<file path="src/rtl/yousei_pkg.sv">
// yousei_pkg: shared state encoding and sizes for page_swap_writer.
// The CHK state is present only when SWAP_CHECKSUM_EN is defined.
package yousei_pkg;
  localparam int PID_W = 5;
  localparam int DEF_PAGE_WORDS = 64;
  typedef enum logic [2:0] {
    S_IDLE = 3'd0,
    S_RD   = 3'd1,
    S_WR   = 3'd2,
    S_FIN  = 3'd3
`ifdef SWAP_CHECKSUM_EN
    , S_CHK = 3'd4
`endif
  } state_e;
endpackage

</file>
<file path="src/rtl/page_swap_writer_if.sv">
// page_swap_writer_if: request, main-memory read and HD write signals of page_swap_writer.
interface page_swap_writer_if #(
  parameter int ADDR_W = 32,
  parameter int DATA_W = 32
);
  logic                         Start;
  logic                         Abort;
  logic [yousei_pkg::PID_W-1:0] PID;
  logic [ADDR_W-1:0]            MP_Base;
  logic [ADDR_W-1:0]            HD_Base;
  logic [ADDR_W-1:0]            MP_Address;
  logic [DATA_W-1:0]            MP_Data;
  logic [ADDR_W-1:0]            HD_Address;
  logic [DATA_W-1:0]            HD_WriteData;
  logic                         WriteHD;
  logic                         Busy;
  logic                         Done;
  logic                         Aborted;
  logic [yousei_pkg::PID_W-1:0] PID_out;
  modport master (
    output Start, Abort, PID, MP_Base, HD_Base, MP_Data,
    input  MP_Address, HD_Address, HD_WriteData, WriteHD, Busy, Done, Aborted, PID_out
  );
  modport slave (
    input  Start, Abort, PID, MP_Base, HD_Base, MP_Data,
    output MP_Address, HD_Address, HD_WriteData, WriteHD, Busy, Done, Aborted, PID_out
  );
endinterface

</file>
<file path="src/rtl/page_swap_writer.sv">
// page_swap_writer: copies one PAGE_WORDS page from main memory to the HD, one word per RD/WR pair.
// Defining SWAP_CHECKSUM_EN appends a CHK cycle writing the word sum to HD_Base+PAGE_WORDS.
module page_swap_writer
  import yousei_pkg::*;
#(
  parameter int PAGE_WORDS = DEF_PAGE_WORDS,
  parameter int ADDR_W     = 32,
  parameter int DATA_W     = 32
) (
  input logic clk,
  input logic rst_n,
  page_swap_writer_if.slave bus
);
  localparam int K_W = $clog2(PAGE_WORDS);
  state_e            state, nxt;
  logic [K_W-1:0]    k;
  logic [PID_W-1:0]  pid;
  logic [ADDR_W-1:0] mp_base, hd_base, mp_hold, hd_addr_hold, rd_addr, wr_addr;
  logic [DATA_W-1:0] hd_data_hold, wr_data;
  logic              aborted, active, last, writing;
`ifdef SWAP_CHECKSUM_EN
  logic [DATA_W-1:0] sum;
  assign writing = state == S_WR || state == S_CHK;
  assign wr_addr = (state == S_CHK) ? hd_base + ADDR_W'(PAGE_WORDS) : hd_base + ADDR_W'(k);
  assign wr_data = (state == S_CHK) ? sum : bus.MP_Data;
`else
  assign writing = state == S_WR;
  assign wr_addr = hd_base + ADDR_W'(k);
  assign wr_data = bus.MP_Data;
`endif
  assign last    = k == K_W'(PAGE_WORDS - 1);
  assign active  = state != S_IDLE && state != S_FIN;
  assign rd_addr = mp_base + ADDR_W'(k);
  // Address/data outputs show the live value in their state and hold it elsewhere
  assign bus.MP_Address   = (state == S_RD) ? rd_addr : mp_hold;
  assign bus.HD_Address   = writing ? wr_addr : hd_addr_hold;
  assign bus.HD_WriteData = writing ? wr_data : hd_data_hold;
  assign bus.WriteHD      = writing && !bus.Abort;
  assign bus.Busy         = state != S_IDLE;
  assign bus.Done         = state == S_FIN;
  assign bus.Aborted      = aborted;
  assign bus.PID_out      = pid;
  always_comb begin
    nxt = state;
    case (state)
      S_IDLE: nxt = bus.Start ? S_RD : S_IDLE;
      S_RD:   nxt = bus.Abort ? S_IDLE : S_WR;
`ifdef SWAP_CHECKSUM_EN
      S_WR:   nxt = bus.Abort ? S_IDLE : last ? S_CHK : S_RD;
      S_CHK:  nxt = bus.Abort ? S_IDLE : S_FIN;
`else
      S_WR:   nxt = bus.Abort ? S_IDLE : last ? S_FIN : S_RD;
`endif
      default: nxt = S_IDLE;
    endcase
  end
  always_ff @(posedge clk or negedge rst_n) begin
    if (!rst_n) begin
      state        <= S_IDLE;
      k            <= '0;
      pid          <= '0;
      mp_base      <= '0;
      hd_base      <= '0;
      mp_hold      <= '0;
      hd_addr_hold <= '0;
      hd_data_hold <= '0;
      aborted      <= 1'b0;
`ifdef SWAP_CHECKSUM_EN
      sum          <= '0;
`endif
    end else begin
      state   <= nxt;
      aborted <= active && bus.Abort;
      if (state == S_IDLE && bus.Start) begin
        pid     <= bus.PID;
        mp_base <= bus.MP_Base;
        hd_base <= bus.HD_Base;
        k       <= '0;
`ifdef SWAP_CHECKSUM_EN
        sum     <= '0;
`endif
      end
      if (state == S_RD) mp_hold <= rd_addr;
      if (writing) begin
        hd_addr_hold <= wr_addr;
        hd_data_hold <= wr_data;
      end
      if (state == S_WR && !last) k <= k + K_W'(1);
`ifdef SWAP_CHECKSUM_EN
      if (state == S_WR) sum <= sum + bus.MP_Data;
`endif
    end
  end
endmodule
</file>
<file path="src/flat_wrapper.sv">
// flat-port wrapper written by rule: the top's interface ports become plain ports
module page_swap_writer_flat import yousei_pkg::*;
#(
  parameter int PAGE_WORDS = DEF_PAGE_WORDS,
  parameter int ADDR_W     = 32,
  parameter int DATA_W     = 32
)
  (clk, rst_n, bus_Start, bus_Abort, bus_PID, bus_MP_Base, bus_HD_Base, bus_MP_Data, bus_MP_Address, bus_HD_Address, bus_HD_WriteData, bus_WriteHD, bus_Busy, bus_Done, bus_Aborted, bus_PID_out);
  page_swap_writer_if #(.ADDR_W(ADDR_W), .DATA_W(DATA_W)) bus_i ();
  input logic clk;
  input logic rst_n;
  input wire logic [$bits(bus_i.Start)-1:0] bus_Start;
  input wire logic [$bits(bus_i.Abort)-1:0] bus_Abort;
  input wire logic [$bits(bus_i.PID)-1:0] bus_PID;
  input wire logic [$bits(bus_i.MP_Base)-1:0] bus_MP_Base;
  input wire logic [$bits(bus_i.HD_Base)-1:0] bus_HD_Base;
  input wire logic [$bits(bus_i.MP_Data)-1:0] bus_MP_Data;
  output wire logic [$bits(bus_i.MP_Address)-1:0] bus_MP_Address;
  output wire logic [$bits(bus_i.HD_Address)-1:0] bus_HD_Address;
  output wire logic [$bits(bus_i.HD_WriteData)-1:0] bus_HD_WriteData;
  output wire logic [$bits(bus_i.WriteHD)-1:0] bus_WriteHD;
  output wire logic [$bits(bus_i.Busy)-1:0] bus_Busy;
  output wire logic [$bits(bus_i.Done)-1:0] bus_Done;
  output wire logic [$bits(bus_i.Aborted)-1:0] bus_Aborted;
  output wire logic [$bits(bus_i.PID_out)-1:0] bus_PID_out;
  assign bus_i.Start = bus_Start;
  assign bus_i.Abort = bus_Abort;
  assign bus_i.PID = bus_PID;
  assign bus_i.MP_Base = bus_MP_Base;
  assign bus_i.HD_Base = bus_HD_Base;
  assign bus_i.MP_Data = bus_MP_Data;
  assign bus_MP_Address = bus_i.MP_Address;
  assign bus_HD_Address = bus_i.HD_Address;
  assign bus_HD_WriteData = bus_i.HD_WriteData;
  assign bus_WriteHD = bus_i.WriteHD;
  assign bus_Busy = bus_i.Busy;
  assign bus_Done = bus_i.Done;
  assign bus_Aborted = bus_i.Aborted;
  assign bus_PID_out = bus_i.PID_out;
  page_swap_writer #(.PAGE_WORDS(PAGE_WORDS), .ADDR_W(ADDR_W), .DATA_W(DATA_W)) u_core (.clk(clk), .rst_n(rst_n), .bus(bus_i));
endmodule
</file>
<file path="config.mk">
export PLATFORM = sky130hd
export DESIGN_NAME = page_swap_writer_flat
export DESIGN_NICKNAME = d
export VERILOG_FILES = /design/src/rtl/yousei_pkg.sv /design/src/rtl/page_swap_writer_if.sv /design/src/rtl/page_swap_writer.sv /design/src/flat_wrapper.sv
export SDC_FILE = /design/constraint.sdc
export NUM_CORES = 1
export LEC_CHECK = 0
export BUFFER_PORTS_ARGS = -buffer_cell sky130_fd_sc_hd__buf_2
export CORE_ASPECT_RATIO = 1.25
export CORE_MARGIN = 2
export CORE_UTILIZATION = 55
export CTS_BUF_LIST = sky130_fd_sc_hd__clkbuf_4
export DETAILED_ROUTE_END_ITERATION = 12
export MAX_ROUTING_LAYER = met4
export PLACE_DENSITY = 0.83
export SLEW_MARGIN = 25
export SYNTH_ARGS = -nofsm -noshare
export SYNTH_HDL_FRONTEND = slang
export SYNTH_SLANG_ARGS = --single-unit
</file>
<file path="constraint.sdc">
create_clock -name clk -period 3.35 [get_ports clk]
set_clock_uncertainty 0.2 [all_clocks]
set_input_delay 0.335 -clock clk [delete_from_list [all_inputs] [get_ports clk]]
set_output_delay 0.335 -clock clk [all_outputs]
set_load 0.01 [all_outputs]
</file>
; Word level (Yosys, flattened, before mapping)
; Cells that the tools add are included.
[op_classes]
eq_ne = 5
n_reduce_logical = 10
add_sub_neg = 3
muxes = 10
[op_table]
columns = operator, n
row1 = 2-to-1 mux 32 bit, 3
row2 = adder 32 x 6 -> 32 bit, 2
row3 = 2-to-1 mux 6 bit, 2
row4 = case mux 3 bit (3 select lines), 1
row5 = "adder 6 x 1 -> 6 bit, second input constant", 1
row6 = "equality test 3 x 2 -> 1 bit, second input constant", 2
row7 = "equality test 6 bit, second input constant", 1
row8 = logical AND 1 bit, 5
row9 = 2-to-1 mux 2 bit, 2
row10 = "equality test 3 x 1 -> 1 bit, second input constant", 1
row11 = logical NOT 3 bit, 1
row12 = 2-to-1 mux 3 bit, 1
row13 = "!= test 3 x 2 -> 1 bit, second input constant", 1
row14 = nonzero test 3 bit, 1
row15 = logical NOT 1 bit, 2
row16 = nonzero test 2 bit, 1
row17 = 2-to-1 mux 1 bit, 1
[totals]
word_cells = 37
in_bits = 105
out_inout_bits = 105
regBits = 175

; Longest topological paths before layout
[depth]
ltp_word = 4
ltp_mapped = 8
ltp_nobuf = 7

; Least setup slack after synthesis
; Ideal clock, no wire load.
[synth_timing]
path_type = reg2out
from = register u_core.k[0]
to = output bus_HD_Address[26]
path_stages_with_launch = 9
slack_ns = 0.601
path_buffers = 1
t_arrival_ns = 2.214
t_required_ns = 2.815
path_cell_list = dfrtp_1 > ha_1 > fa_1 > a211oi_1 > o21ai_2 > nand2_1 > buf_2 > o21ai_0 > a31oi_1
[synth_via]
elab_chain_cells = 2
[synth_lines]
columns = element, line_no
row1 = "start, declared", page_swap_writer.sv:16  ; logic [K_W-1:0] k;
row2 = "start signal, assigned", page_swap_writer.sv:88  ; if (state == S_WR && !last) k <= k + K_W'(1);
row3 = adder 32 x 6 -> 32 bit, page_swap_writer.sv:28  ; assign wr_addr = hd_base + ADDR_W'(k);
row4 = 2-to-1 mux 32 bit, page_swap_writer.sv:36  ; assign bus.HD_Address = writing ? wr_addr : hd_addr_hold;
row5 = "end, declared", flat_wrapper.sv:19  ; output wire logic [$bits(bus_i.HD_Address)-1:0] bus_HD_Address;
; No other way between the ends.

; Worst setup path after layout
[layout_timing]
from = register u_core.k[0]
to = output bus_HD_Address[12]
; Same word-level chain as after synthesis.

==> reports/metrics.csv <==
stage;metric;value;unit
sta;Final Hold Viols;0;
sta;RSZ-0062 raised after global routing;true;
logic_synthesis;number of enable flip-flop cells after synthesis;0;
sta;Tmin final;3440;ps
critical_path;worst path required time;2810;ps
layout;nets;1150;
grt;number of global-route vias before repair;6872;
layout;Layout Area Growth over Synthesis;41.6;%
grt;GRT Util Overall;28.2;%
layout;final core occ;79.2;%
logic_synthesis;Synth top cells by count;dfrtp_1, mux2_2, nor2_1, a21oi_1, xor2_1;
cts;clock root buffer;clkbuf_4;
sta;Slew HR;47.0;%
logic_synthesis;Adder-Cell Fraction of Synth Area;3.15;%
layout;ANT cells;0;
cts;Skew-Pair Late Insertion Delay;590;ps
detailed_routing;Routed Antenna Nets;0;
logic_synthesis;Yosys reg bits;174;
logic_synthesis;Post-Synth Simple-Gate Area;11.7;%
grt;largest net degree at the start of global routing;70;
cts;clk buf depth;2;
logic_synthesis;area share of the largest cell type after synthesis;54.3;%
logic_synthesis;Synth Area in XOR/XNOR;4.91;%
detailed_routing;Remaining DRCs;0;
pwr;Leakage;5.01;nW
sta;period utilization;103;%
logic_synthesis;synth top area cells;dfrtp_1, mux2_2, xor2_1, a21oi_1, nor2_1;
logic_synthesis;Synth Area in Compound Gates;8.22;%
status;outcome;finished, violations left;
pwr;PwrDens;756;nW/um^2
logic_synthesis;net count after synthesis;805;
cts;clock sinks;174;
logic_synthesis;count of cell types in the netlist;48;
floorplanning;Die X;112;um
logic_synthesis;Synth area leader;dfrtp_1;
sta;Fmax achieved;291;MHz
pwr;Tot Pwr;8.59;mW
critical_path;crit path launch type;flip-flop;
pwr;peak supply drop;0.531;mV
sta;worst slew pin tran;795;ps
critical_path;crit path max fanout;5;
grt;first-pass GRT wire length;34200;um
cts;Clock Pin Slew Worst Setup and Hold Paths;150;ps
floorplanning;Starting Density;55.9;%
critical_path;crit path kind;reg -> out;
logic_synthesis;Mapped Cells;681;
place;I/O Buffers;209;
floorplanning;die area;15600;um^2
detailed_routing;Via Count;6953;
flow_run;number of max-cap violations;0;
grt;initial antenna violation count;0;
floorplanning;io pins;210;
cts;H-Tree Depth;4;
detailed_routing;Vias/cell;5.71;
place;post-DP HPWL;12900;um
floorplanning;Die Y;139;um
logic_synthesis;combinational family with the most area after synthesis;multiplexers;
floorplanning;num rows;49;
cts;CTS Buf Count;17;
layout;fraction of layout cells with a size suffix above 1;45.8;%
cts;CTS tree;done;
detailed_routing;DR pass1 iterations;5;
floorplanning;Core ar.;14300;um^2
place;Post-Place Cell Area;9320;um^2
logic_synthesis;synthesized cell area;8020;um^2
detailed_routing;WL final;23600;um
logic_synthesis;multiplexer area fraction after synthesis;15.6;%
layout;Final Cell Area;11400;um^2
status;failing checks;negative setup slack;
min_path;worst hold path class;in -> async;
logic_synthesis;dominant synthesized flop cell;dfrtp_1;
sta;Setup-failing EPs final;10;
grt;total gr overflow;0;
detailed_routing;Iteration-0 DRC Markers;464;
critical_path;Critical Path AT;2910;ps
detailed_routing;WL/cell;19.4;um
sta;Slew Viols, Final;0;
place;routability cong.;0.860;
logic_synthesis;Async SR Flop Fraction;100;%
critical_path;crit end category;output port;
logic_synthesis;sequential fraction of the synthesis area;54.3;%
logic_synthesis;top-count cell post-synth;dfrtp_1;
logic_synthesis;Warnings, synthesis;0;
logic_synthesis;Avg Cell Area, Syn;11.8;um^2
sta;post-route setup TNS;-386;ps
sta;Final WS setup;-90.2;ps
==> layout make-up <==
type                    instances  area (um^2)
flip-flops and latches        174         4360
multi-input cells             464         3960
clock inverters                14         95.1
inverters                      12         45.0
clock buffers                  18          135
repair buffers                357         2540
fillers                       817         2990
well taps                     178          223
==> final timing paths <==
check	startpoint	endpoint	slack, ps	cells after the start
worst max-delay path	u_core.k[0]$_DFFE_PN0P_	bus_HD_Address[12]	-90	9
worst min-delay path	rst_n	u_core.mp_hold[10]$_DFF_PN0_	80	2
worst max register to register	u_core.k[0]$_DFFE_PN0P_	u_core.hd_addr_hold[16]$_DFF_PN0_	820	9
worst min register to register	u_core.hd_data_hold[11]$_DFF_PN0_	u_core.hd_data_hold[11]$_DFF_PN0_	310	1
max in group asynchronous	rst_n	u_core.hd_addr_hold[0]$_DFF_PN0_	1900	3
min in group clk	bus_Abort	u_core.state[1]$_DFF_PN0_	270	3
==> kinds of logic (layout without fill, tap and decap cells) <==
family / count (synthesis) / count (layout)
XOR/XNOR: 45 / 45
adder cells (fa/ha/maj): 19 / 19
multiplexers: 111 / 111
AND/OR/NAND/NOR: 177 / 178
flip-flops: 174 / 174
AO/OA/AOI/OAI: 111 / 111
buffers and inverters: 44 / 401
==> sequential cells by signal, summed over array words and instances (netlist names) <==
name and cells:
u_core.hd_addr_hold 32, u_core.hd_base 32, u_core.hd_data_hold 32, u_core.mp_base 32, u_core.mp_hold 32, u_core.k 6, u_core.bus.PID_out 5, u_core.state 2
u_core.bus.Aborted 1
==> critical path: stages, from the launching register on <==
cell and delay, ps:
dfrtp_2 490, ha_4 200, fa_2 400, a211oi_4 350, o21ai_4 160, buf_6 170, nand4_1 110, xor2_1 210
a21oi_2 90, buf_2 150
==> through the flow <==
step | hold WS (ps) | worst slack (ps) | instances
after floorplan | -161 | 601 | 681
after global placement | 176 | 293 | 1049
after detailed placement | 174 | 207 | 1049
after CTS | 92.3 | 0.507 | 1197
after global routing | 117 | -224 | 1217
final | 83.5 | -90.2 | 1217
==> layer usage <==
layer	vias up	GRT usage, %	routed length (um)
li1	3137	-	-
met1	3446	31.5	8650
met2	296	50.0	12700
met3	74	6.56	1430
met4	0	8.99	801
met5	-	-	0
==> cell usage in the layout, fill, tap and decap left out, types with 7 or more instances in the layout <==
| cell | netlist | layout |
|---|---|---|
| dlygate4sd3_1 | 0 | 103 |
| buf_6 | 0 | 11 |
| xnor2_1 | 13 | 12 |
| a21oi_1 | 46 | 31 |
| nand2_1 | 21 | 17 |
| nor2_1 | 61 | 60 |
| a21oi_2 | 0 | 14 |
| buf_4 | 0 | 36 |
| inv_1 | 12 | 12 |
| clkbuf_4 | 1 | 18 |
| o21ai_0 | 19 | 11 |
| ha_1 | 17 | 7 |
| nand3_1 | 24 | 22 |
| mux2_2 | 111 | 109 |
| ha_4 | 0 | 9 |
| and3_1 | 11 | 11 |
| dfrtp_1 | 174 | 167 |
| buf_2 | 3 | 202 |
| dfrtp_2 | 0 | 7 |
| nand4_1 | 18 | 18 |
| xor2_1 | 32 | 31 |
==> report_power, final <==
group | total [mW] | internal, mW | switching, mW
Sequential | 3.52 | 2.96 | 0.558
Clock | 1.06 | 0.299 | 0.761
Combinational | 4.01 | 1.89 | 2.12
==> timing repair <==
action / in CTS / in global routing
resized for setup: 30 / 77
setup buffers: 12 / 19
endpoints found under the hold margin: 169 / 0
hold buffers: 103 / 0
gates cloned: 1 / 1
setup endpoints to repair: 45 / 41
pin swaps: 9 / 44
Note: power is estimated with default switching activity, not from simulation.
